--- config.mk ---
export PLATFORM = sky130hd
export DESIGN_NAME = ref_sig_gen
export DESIGN_NICKNAME = d
export VERILOG_FILES = /design/src/rtl/ref_sig_gen.sv
export SDC_FILE = /design/constraint.sdc
export NUM_CORES = 1
export LEC_CHECK = 0
export ABC_AREA = 1
export BUFFER_PORTS_ARGS = -buffer_cell sky130_fd_sc_hd__buf_2
export CORE_MARGIN = 8
export CORE_UTILIZATION = 42
export CTS_CLUSTER_DIAMETER = 30
export DETAILED_ROUTE_END_ITERATION = 8
export GPL_TIMING_DRIVEN = 0
export PLACE_DENSITY = 0.58
export SYNTH_ARGS = -nofsm -noshare
export SYNTH_HDL_FRONTEND = slang
export SYNTH_SLANG_ARGS = --single-unit
--- constraint.sdc ---
create_clock -name clk -period 8.4 [get_ports clk]
set_input_delay 1.26 -clock clk [delete_from_list [all_inputs] [get_ports clk]]
set_output_delay 1.26 -clock clk [all_outputs]
set_load 0.01 [all_outputs]
--- src/rtl/ref_sig_gen.sv ---
// ref_sig_gen
// ---------------------------------------------------------------------------
// Programmable DDS square-wave source for the PLL tracking loop's reference
// input. A phase accumulator advances each clk by BASE_INCR * fc plus a signed
// offset (mod). The offset is driven by a linear frequency-ramp sequencer.
// The accumulator MSB is the square wave. A one-shot phase jump can be added
// to the accumulator at any time.
//
// Optional build macro: SIG_GEN_DITHER_EN
//   When defined, a 16-bit LFSR adds a small pseudo-random jitter to the
//   accumulator step. incr_out never includes this jitter.
//   When undefined, the increment is exact.
//
// Ports:
//   clk          system clock
//   rst          synchronous active-high reset
//   fc           frequency multiplier; 0 stops the accumulator (when mod = 0)
//   phase_off    unsigned phase jump amount, added modulo 2^ACC_W
//   phase_load   single-cycle pulse that applies phase_off
//   sweep_start  single-cycle pulse that starts a ramp (ignored while busy)
//   sweep_abort  ends a running ramp at once; mod returns to 0, no done
//   sweep_step   signed increment delta added to mod on each ramp step
//   sweep_steps  number of ramp steps (0 gives an immediate done pulse)
//   busy         ramp sequencer is not idle
//   done         one-cycle pulse when a ramp completes normally
//   sig          square-wave output (accumulator MSB, registered)
//   sync         one-cycle pulse in the same cycle as each sig rising edge
//   incr_out     increment currently in use, without dither (debug)
// ---------------------------------------------------------------------------
module ref_sig_gen #(
  parameter int ACC_W     = 32,
  parameter int BASE_INCR = 8589934,
  parameter int STEP_DIV  = 1000,
  parameter int DWELL_CYC = 2000
) (
  input  logic             clk,
  input  logic             rst,
  input  logic [7:0]       fc,
  input  logic [ACC_W-1:0] phase_off,
  input  logic             phase_load,
  input  logic             sweep_start,
  input  logic             sweep_abort,
  input  logic [ACC_W-1:0] sweep_step,
  input  logic [15:0]      sweep_steps,
  output logic             busy,
  output logic             done,
  output logic             sig,
  output logic             sync,
  output logic [ACC_W-1:0] incr_out
);

  typedef enum logic [1:0] {
    IDLE  = 2'd0,
    RAMP  = 2'd1,
    DWELL = 2'd2
  } rampState_t;

  localparam logic [ACC_W-1:0] BASE       = ACC_W'(BASE_INCR);
  localparam logic [31:0]      DIV_LAST   = 32'(STEP_DIV - 1);
  localparam logic [31:0]      DWELL_LAST = 32'(DWELL_CYC - 1);

  logic [7:0]       fc_q;
  logic [ACC_W-1:0] incr_q;
  logic [ACC_W-1:0] acc_q;
  logic             sig_q;
  logic             sigPrev_q;

  logic [ACC_W-1:0] incrNext;
  logic [ACC_W-1:0] accNext;
  logic [ACC_W-1:0] loadAmt;
  logic [ACC_W-1:0] dither;

  rampState_t       state_q, state_d;
  logic [ACC_W-1:0] mod_q, mod_d;
  logic [31:0]      divCnt_q, divCnt_d;
  logic [15:0]      stepCnt_q, stepCnt_d;
  logic [ACC_W-1:0] stepLatch_q, stepLatch_d;
  logic [15:0]      stepsLatch_q, stepsLatch_d;
  logic             done_q, done_d;

`ifdef SIG_GEN_DITHER_EN
  // Fibonacci LFSR, taps 16,14,13,11. The low byte is shifted into a signed
  // offset of -128..+127 so the jitter is centred on the exact increment.
  logic [15:0] lfsr_q;
  logic        lfsrFb;

  assign lfsrFb = lfsr_q[15] ^ lfsr_q[13] ^ lfsr_q[12] ^ lfsr_q[10];

  always_ff @(posedge clk) begin
    if (rst) begin
      lfsr_q <= 16'hACE1;
    end else begin
      lfsr_q <= {lfsr_q[14:0], lfsrFb};
    end
  end

  assign dither = ACC_W'(lfsr_q[7:0]) - ACC_W'(128);
`else
  assign dither = '0;
`endif

  // The increment wraps modulo 2^ACC_W, and mod is treated as two's complement.
  // The accumulator's next value feeds both acc_q and sig_q. As a result, a
  // phase jump shows on sig in the cycle after the pulse. An fc change shows
  // on sig in the third cycle after the change.
  assign incrNext = BASE * ACC_W'(fc_q) + mod_q;
  assign loadAmt  = phase_load ? phase_off : '0;
  assign accNext  = acc_q + incr_q + loadAmt + dither;

  always_ff @(posedge clk) begin
    if (rst) begin
      fc_q      <= '0;
      incr_q    <= '0;
      acc_q     <= '0;
      sig_q     <= 1'b0;
      sigPrev_q <= 1'b0;
    end else begin
      fc_q      <= fc;
      incr_q    <= incrNext;
      acc_q     <= accNext;
      sig_q     <= accNext[ACC_W-1];
      sigPrev_q <= sig_q;
    end
  end

  always_ff @(posedge clk) begin
    if (rst) begin
      state_q      <= IDLE;
      mod_q        <= '0;
      divCnt_q     <= '0;
      stepCnt_q    <= '0;
      stepLatch_q  <= '0;
      stepsLatch_q <= '0;
      done_q       <= 1'b0;
    end else begin
      state_q      <= state_d;
      mod_q        <= mod_d;
      divCnt_q     <= divCnt_d;
      stepCnt_q    <= stepCnt_d;
      stepLatch_q  <= stepLatch_d;
      stepsLatch_q <= stepsLatch_d;
      done_q       <= done_d;
    end
  end

  // Abort takes priority over start in every state. In IDLE this means a
  // start that arrives together with an abort is dropped. The divider counter
  // is reused as the dwell timer.
  always_comb begin
    state_d      = state_q;
    mod_d        = mod_q;
    divCnt_d     = divCnt_q;
    stepCnt_d    = stepCnt_q;
    stepLatch_d  = stepLatch_q;
    stepsLatch_d = stepsLatch_q;
    done_d       = 1'b0;

    case (state_q)
      IDLE: begin
        mod_d = '0;
        if (sweep_start && !sweep_abort) begin
          if (sweep_steps != 16'd0) begin
            state_d      = RAMP;
            stepLatch_d  = sweep_step;
            stepsLatch_d = sweep_steps;
            divCnt_d     = '0;
            stepCnt_d    = '0;
          end else begin
            done_d = 1'b1;
          end
        end
      end

      RAMP: begin
        if (sweep_abort) begin
          state_d   = IDLE;
          mod_d     = '0;
          divCnt_d  = '0;
          stepCnt_d = '0;
        end else if (divCnt_q == DIV_LAST) begin
          divCnt_d  = '0;
          mod_d     = mod_q + stepLatch_q;
          stepCnt_d = stepCnt_q + 16'd1;
          if (stepCnt_q + 16'd1 == stepsLatch_q) begin
            state_d = DWELL;
          end
        end else begin
          divCnt_d = divCnt_q + 32'd1;
        end
      end

      DWELL: begin
        if (sweep_abort) begin
          state_d   = IDLE;
          mod_d     = '0;
          divCnt_d  = '0;
          stepCnt_d = '0;
        end else if (divCnt_q == DWELL_LAST) begin
          state_d   = IDLE;
          mod_d     = '0;
          divCnt_d  = '0;
          stepCnt_d = '0;
          done_d    = 1'b1;
        end else begin
          divCnt_d = divCnt_q + 32'd1;
        end
      end

      default: begin
        state_d = IDLE;
        mod_d   = '0;
      end
    endcase
  end

  assign busy     = (state_q != IDLE);
  assign done     = done_q;
  assign sig      = sig_q;
  assign sync     = sig_q & ~sigPrev_q;
  assign incr_out = incr_q;

endmodule
After elaboration in Yosys (flattened, before gate mapping)
Index checks and enable logic that the tools add are counted.
{"block": "word_totals", "reg_bits": 205, "out_inout_bits": 36, "wordCells": 75}
{"block": "classes", "muxes": 33, "n_reduce_logical": 11, "bitwise_logic": 2, "mul": 1, "n_addsub": 6, "n_eq_ne": 10}
{"cell": "$mux 32", "n": 11}
{"cell": "$add 32x32->32", "n": 4}
{"cell": "$mux 16", "n": 6}
{"cell": "$pmux 32 s3", "n": 1}
{"cell": "$pmux 32 s2", "n": 1}
{"cell": "$pmux 16 s3", "n": 1}
{"cell": "$add 32x1->32 const B", "n": 1}
{"cell": "$eq 32x10->1 const B", "n": 1}
{"cell": "$eq 32x11->1 const B", "n": 1}
{"cell": "$mul 23x8->31 const A", "n": 1}
{"cell": "$add 16x1->16 const B", "n": 1}
{"cell": "$eq 16x16->1", "n": 1}
{"cell": "$reduce_bool 16->1", "n": 1}
{"cell": "$mux 2", "n": 7}
{"cell": "$reduce_and 5->1", "n": 2}
{"cell": "$ne 3x3->1 const B", "n": 3}
{"cell": "$pmux 2 s3", "n": 1}
{"cell": "$reduce_and 3->1", "n": 2}
{"cell": "$mux 1", "n": 4}
{"cell": "$ne 2x2->1 const B", "n": 2}
{"cell": "$reduce_bool 3->1", "n": 1}
{"cell": "$eq 2x1->1 const B", "n": 1}
{"cell": "$eq 2x2->1 const B", "n": 1}
{"cell": "$logic_not 2->1", "n": 1}
{"cell": "7 further kinds", "n": 7}

Longest topological paths before layout
{"block": "logic_depth", "depth_word": 6, "depth_mapped": 29, "ltp_nobuf": 29}

Worst setup path after synthesis
OpenSTA, ideal clock, no wires.
{"block": "synth_timing", "kind": "reg2reg", "startpoint": "reg fc_q[5]", "endpoint": "reg incr_q[31], in the netlist incr_out[31]", "path_buffers": 0, "path_slack_ns": 3.093, "synth_period_minus_slack_ns": 5.307, "path_stages_with_launch": 27, "arrival_time_ns": 5.195, "t_required_ns": 8.287, "cell_sequence": "dfxtp_1 -> fa_1 -> inv_1 -> fa_1 -> inv_1 -> fa_1 -> inv_1 -> fa_1 -> inv_1 -> ha_1 -> nand2_1 -> o21ai_1 -> a21oi_1 -> o21bai_1 -> a21boi_0 -> o21ai_0 -> xor2_1 -> ha_1 -> nand2_1 -> nor2_1 -> inv_1 -> nor3_1 -> nand3_1 -> nand3_1 -> a21oi_1 -> nor2_1 -> nor2_1"}
{"block": "synth_between", "elab_chain_len": 2}
{"item": "from (decl)", "line": "62", "source": "logic [7:0] fc_q;"}
{"item": "from (signal assigned)", "line": "112", "source": "fc_q <= '0;"}
{"item": "from (signal assigned)", "line": "118", "source": "fc_q <= fc;"}
{"item": "$mul 23x8->31", "line": "106", "source": "assign incrNext = BASE * ACC_W'(fc_q) + mod_q;"}
{"item": "$add 32x32->32", "line": "106"}
{"item": "to (signal assigned)", "line": "119", "source": "incr_q <= incrNext;"}
{"item": "to (decl)", "line": "63", "source": "logic [ACC_W-1:0] incr_q;"}
Every way passes these cells.
A chain may end at the register's enable or synchronous reset.

Final worst setup path
Same ends and word-level chain as after synthesis.

==> reports/results.txt <==
The run finished with clean final reports. The maximum ir drop on the vdd rail was 0.171 mV; the fraction of layout cells with a size suffix above 1 was 0.111. The tool flagged a number of max-cap violations equal to 0.

Pin placement for this block handled 129 I/O pins. The worst path arrival time is 6.99 ns, and the post-synthesis cell count is 2362. The clock-pin transition on the worst setup and hold timing paths works out to 0.05 ns. The number of iterations in the first detailed-routing pass is 5. The flip-flop and latch count after synthesis is 204, and the final setup TNS is 0 ns.

Wires add up to 51.4 mm. Entering global routing, the biggest net connects 15 pins. For the post-cts repair resize count, the log shows 0. Dividing the detail-routed wire length by the instance count gives 16.6 um.

The cell taking the most area after synthesis was sky130_fd_sc_hd__dfxtp_1. The number of nets still failing antenna checks after routing came out at 0. The type of the setup path with the least slack is flip-flop to flip-flop. The final-report hold violation count was 0. The run gives 0.218 as the aggregate global-route resource usage.

The number of synthesized flops with an enable pin was 0. The count of distinct cell types in the synthesized netlist is 53. For this run, design rule violations remaining after detail routing come to 0.

Row generation in the floorplan step produced 72 rows. The tools report the worst max-slew margin expressed relative to the limit as 0.356. Once placement completed, the tool counted placed cells totaling 3007. The total global routing overflow came out at 0. Yosys printed 0 warnings. The cell type of the slowest stage on the worst timing path was sky130_fd_sc_hd__dfxtp_1. The relative area change from synthesis to final layout came out at 19.5%. The cell leakage power is 9.32 nW. The logs give 3 for the clock tree buffer depth and 0 for the count of inserted antenna diode cells.

The worst setup path is captured at a flip-flop. TritonCTS built the clock tree. The die covers 45900 um^2. The routed design could run at a clock period as short as 6.51 ns.

The detailed router placed 16344 vias in this run. The count of cells in the finished layout, fillers not included, comes to 3105. For the pin with the worst max-slew slack, the measured transition is 0.967 ns. Yosys attributes the largest share of cell area to sky130_fd_sc_hd__dfxtp_1, sky130_fd_sc_hd__ha_1, sky130_fd_sc_hd__nand2_1, sky130_fd_sc_hd__a21oi_1, sky130_fd_sc_hd__fa_1. Based on the critical path, the design can be clocked at up to 154 MHz. Post-CTS setup buffer count: 0. In the post-synthesis netlist, the cell with the most instances is sky130_fd_sc_hd__nand2_1. Setup repair after global routing left no endpoint under its margin.

The library cell used as clock root buffer is sky130_fd_sc_hd__clkbuf_16. The tools report the number of sinks on the clock net as 204. The first global-routing pass estimated 82.0 mm of wire. Buffers inserted to repair hold after CTS numbered 0.

The proportion of netlist area held by the largest area contributor was 0.247; the number of global-route vias before repair was 15900. The per-cell via count in the routed design works out to 5.26. The share of flip-flops with an asynchronous set or reset after synthesis came out at 0. The net count after synthesis is 2689. The min-delay analysis places its worst path in the category flip-flop to flip-flop. The H-tree generated during clock tree synthesis spans 2 levels.

Sorting the synthesized cells by how often they occur yields sky130_fd_sc_hd__nand2_1, sky130_fd_sc_hd__inv_1, sky130_fd_sc_hd__a21oi_1, sky130_fd_sc_hd__nor2_1, sky130_fd_sc_hd__dfxtp_1. After legalization and detailed placement, the total HPWL measured 42.2 mm. Dividing the synthesized area by the synthesized cell count gives 6.99 um^2. Die outline width: 214 um.

The prevailing post-synth register cell is sky130_fd_sc_hd__dfxtp_1. For the sequential-to-total area share from yosys stat, the log shows 0.247. Setup-violating endpoint count in the final report: 0. After the last flow step, the layout net total stands at 2871.

For the worst-skew pair, the clock arrives at the later sink with an insertion delay of 0.58 ns. The starting utilization of the core area is 0.426, and the core region area is 38700 um^2. Power spread over the standard cell area amounts to 286 nW/um^2. In this run, CTS created clock tree buffers numbering 53. STA classifies the critical path startpoint as a flip-flop.

Final period utilization: 0.776. The required time at the endpoint of the critical path came out at 8.88 ns. The biggest fanout along the worst timing path was 10; the overall die height was 214 um. The largest incremental delay on the critical path works out to 0.73 ns. The logs give 1113 for the violation count after the first detailed-routing iteration and 0.0252 ns for the worst-case clock skew. The logs give 0 for the number of antenna violations at the first check in global routing and 0 for the final max-slew violation count. The most numerous cell type found on the critical path is sky130_fd_sc_hd__nand2_1. The count of port buffers added during placement was 127; the total standard cell area after synthesis was 16500 um^2. The global placement routability congestion came out at 0.941.
## worst max-delay path: cells and delay by family, from the launching register on
kind | cells | cell delay (ns)
flip-flops | 1 | 0.73
adder cells (fa/ha/maj) | 6 | 2.62
AO/OA/AOI/OAI | 6 | 1.27
buffers and inverters | 4 | 0.30
AND/OR/NAND/NOR | 11 | 1.46
## sequential cells by signal, indices dropped and copies added, names as in the netlist, 2 cells and up
name          cells
acc_q            32
stepCnt_q        16
mod_q            32
fc_q              8
stepsLatch_q     16
incr_out         32
stepLatch_q      32
divCnt_q         32
state_q           2
## cell type report
class	instances	area, um^2
fill	3903	19000
multi-input combinational	1785	11000
buffer	48	218
clock buffer	63	1440
inverter	325	1220
tap	518	648
sequential	204	4080
timing repair buffer	127	636
clock inverter	35	490
## cell usage in the layout, fill, tap and decap left out, types with 9 or more instances in the layout
cell                        synthesis  layout
sky130_fd_sc_hd__xnor2_1           14      14
sky130_fd_sc_hd__inv_2              9       9
sky130_fd_sc_hd__xor2_1            36      36
sky130_fd_sc_hd__clkbuf_1          33      35
sky130_fd_sc_hd__inv_1            316     316
sky130_fd_sc_hd__o21bai_1          14      14
sky130_fd_sc_hd__nor2_1           251     251
sky130_fd_sc_hd__o21ai_0          176     176
sky130_fd_sc_hd__nand3b_1          10      10
sky130_fd_sc_hd__nor3_1            32      32
sky130_fd_sc_hd__nand4_1           26      26
sky130_fd_sc_hd__fa_1              60      60
sky130_fd_sc_hd__dfxtp_1          204     204
sky130_fd_sc_hd__a31oi_1           17      17
sky130_fd_sc_hd__nand2_1          442     442
sky130_fd_sc_hd__ha_1             174     174
sky130_fd_sc_hd__nand3_1          110     110
sky130_fd_sc_hd__bufinv_16          0      10
sky130_fd_sc_hd__a21o_1            19      19
sky130_fd_sc_hd__o21a_1            21      21
sky130_fd_sc_hd__clkbuf_16          0      53
sky130_fd_sc_hd__a21oi_1          295     295
sky130_fd_sc_hd__o21ai_1            9       9
sky130_fd_sc_hd__buf_2              6     133
sky130_fd_sc_hd__clkinv_2           0      11
## cell families after synthesis
group | share of synthesized area
AOI/OAI and AO/OA | 0.200
adders and majority gates | 0.205
xor gates and xnor gates | 0.0265
and+or+nand+nor | 0.234
DFF | 0.247
buffers and inverters | 0.0871
## per-stage QoR
| step | power [W] | utilization | setup slack, ns | instance area, um^2 | hold slack, ns |
|---|---|---|---|---|---|
| finish | 0.00564 | 0.509 | 1.89 | 19700 | 0.448 |
| floorplan | 0.00283 | - | 3.09 | 16500 | 0.418 |
| CTS | 0.00567 | 0.509 | 1.93 | 19700 | 0.452 |
| global placement | 0.00343 | 0.459 | 1.91 | 17800 | 0.444 |
| global route | 0.00603 | 0.509 | 1.49 | 19700 | 0.470 |
| detailed placement | 0.00346 | 0.459 | 1.96 | 17800 | 0.445 |
## power by group
part	leakage (nW)	switching [W]	internal, W	total [W]
clock network	0.935	0.000640	0.00153	0.00216
registers	1.67	0.000154	0.00115	0.00131
logic	6.71	0.00142	0.000743	0.00216
## final timing paths
path / start / to / slack, ns / cells after the start
setup / recovery: fc_q[5]$_SDFF_PP0_ / incr_out[31]$_SDFF_PP0_ / 1.89 / 27
hold / removal: stepLatch_q[19]$_SDFFE_PP0P_ / stepLatch_q[19]$_SDFFE_PP0P_ / 0.45 / 2
setup reg to reg: fc_q[5]$_SDFF_PP0_ / incr_out[31]$_SDFF_PP0_ / 1.89 / 27
hold reg to reg: stepLatch_q[19]$_SDFFE_PP0P_ / stepLatch_q[19]$_SDFFE_PP0P_ / 0.45 / 2
## metal layers
layer / global-route usage / up-vias / share of wire
met5: 0 / - / 0
met4: 0.0628 / 0 / 0.026
met2: 0.352 / 432 / 0.45
met1: 0.292 / 7574 / 0.47
li1: - / 8257 / -
met3: 0.0430 / 81 / 0.060
No activity file was read; power rests on OpenSTA's default activity.
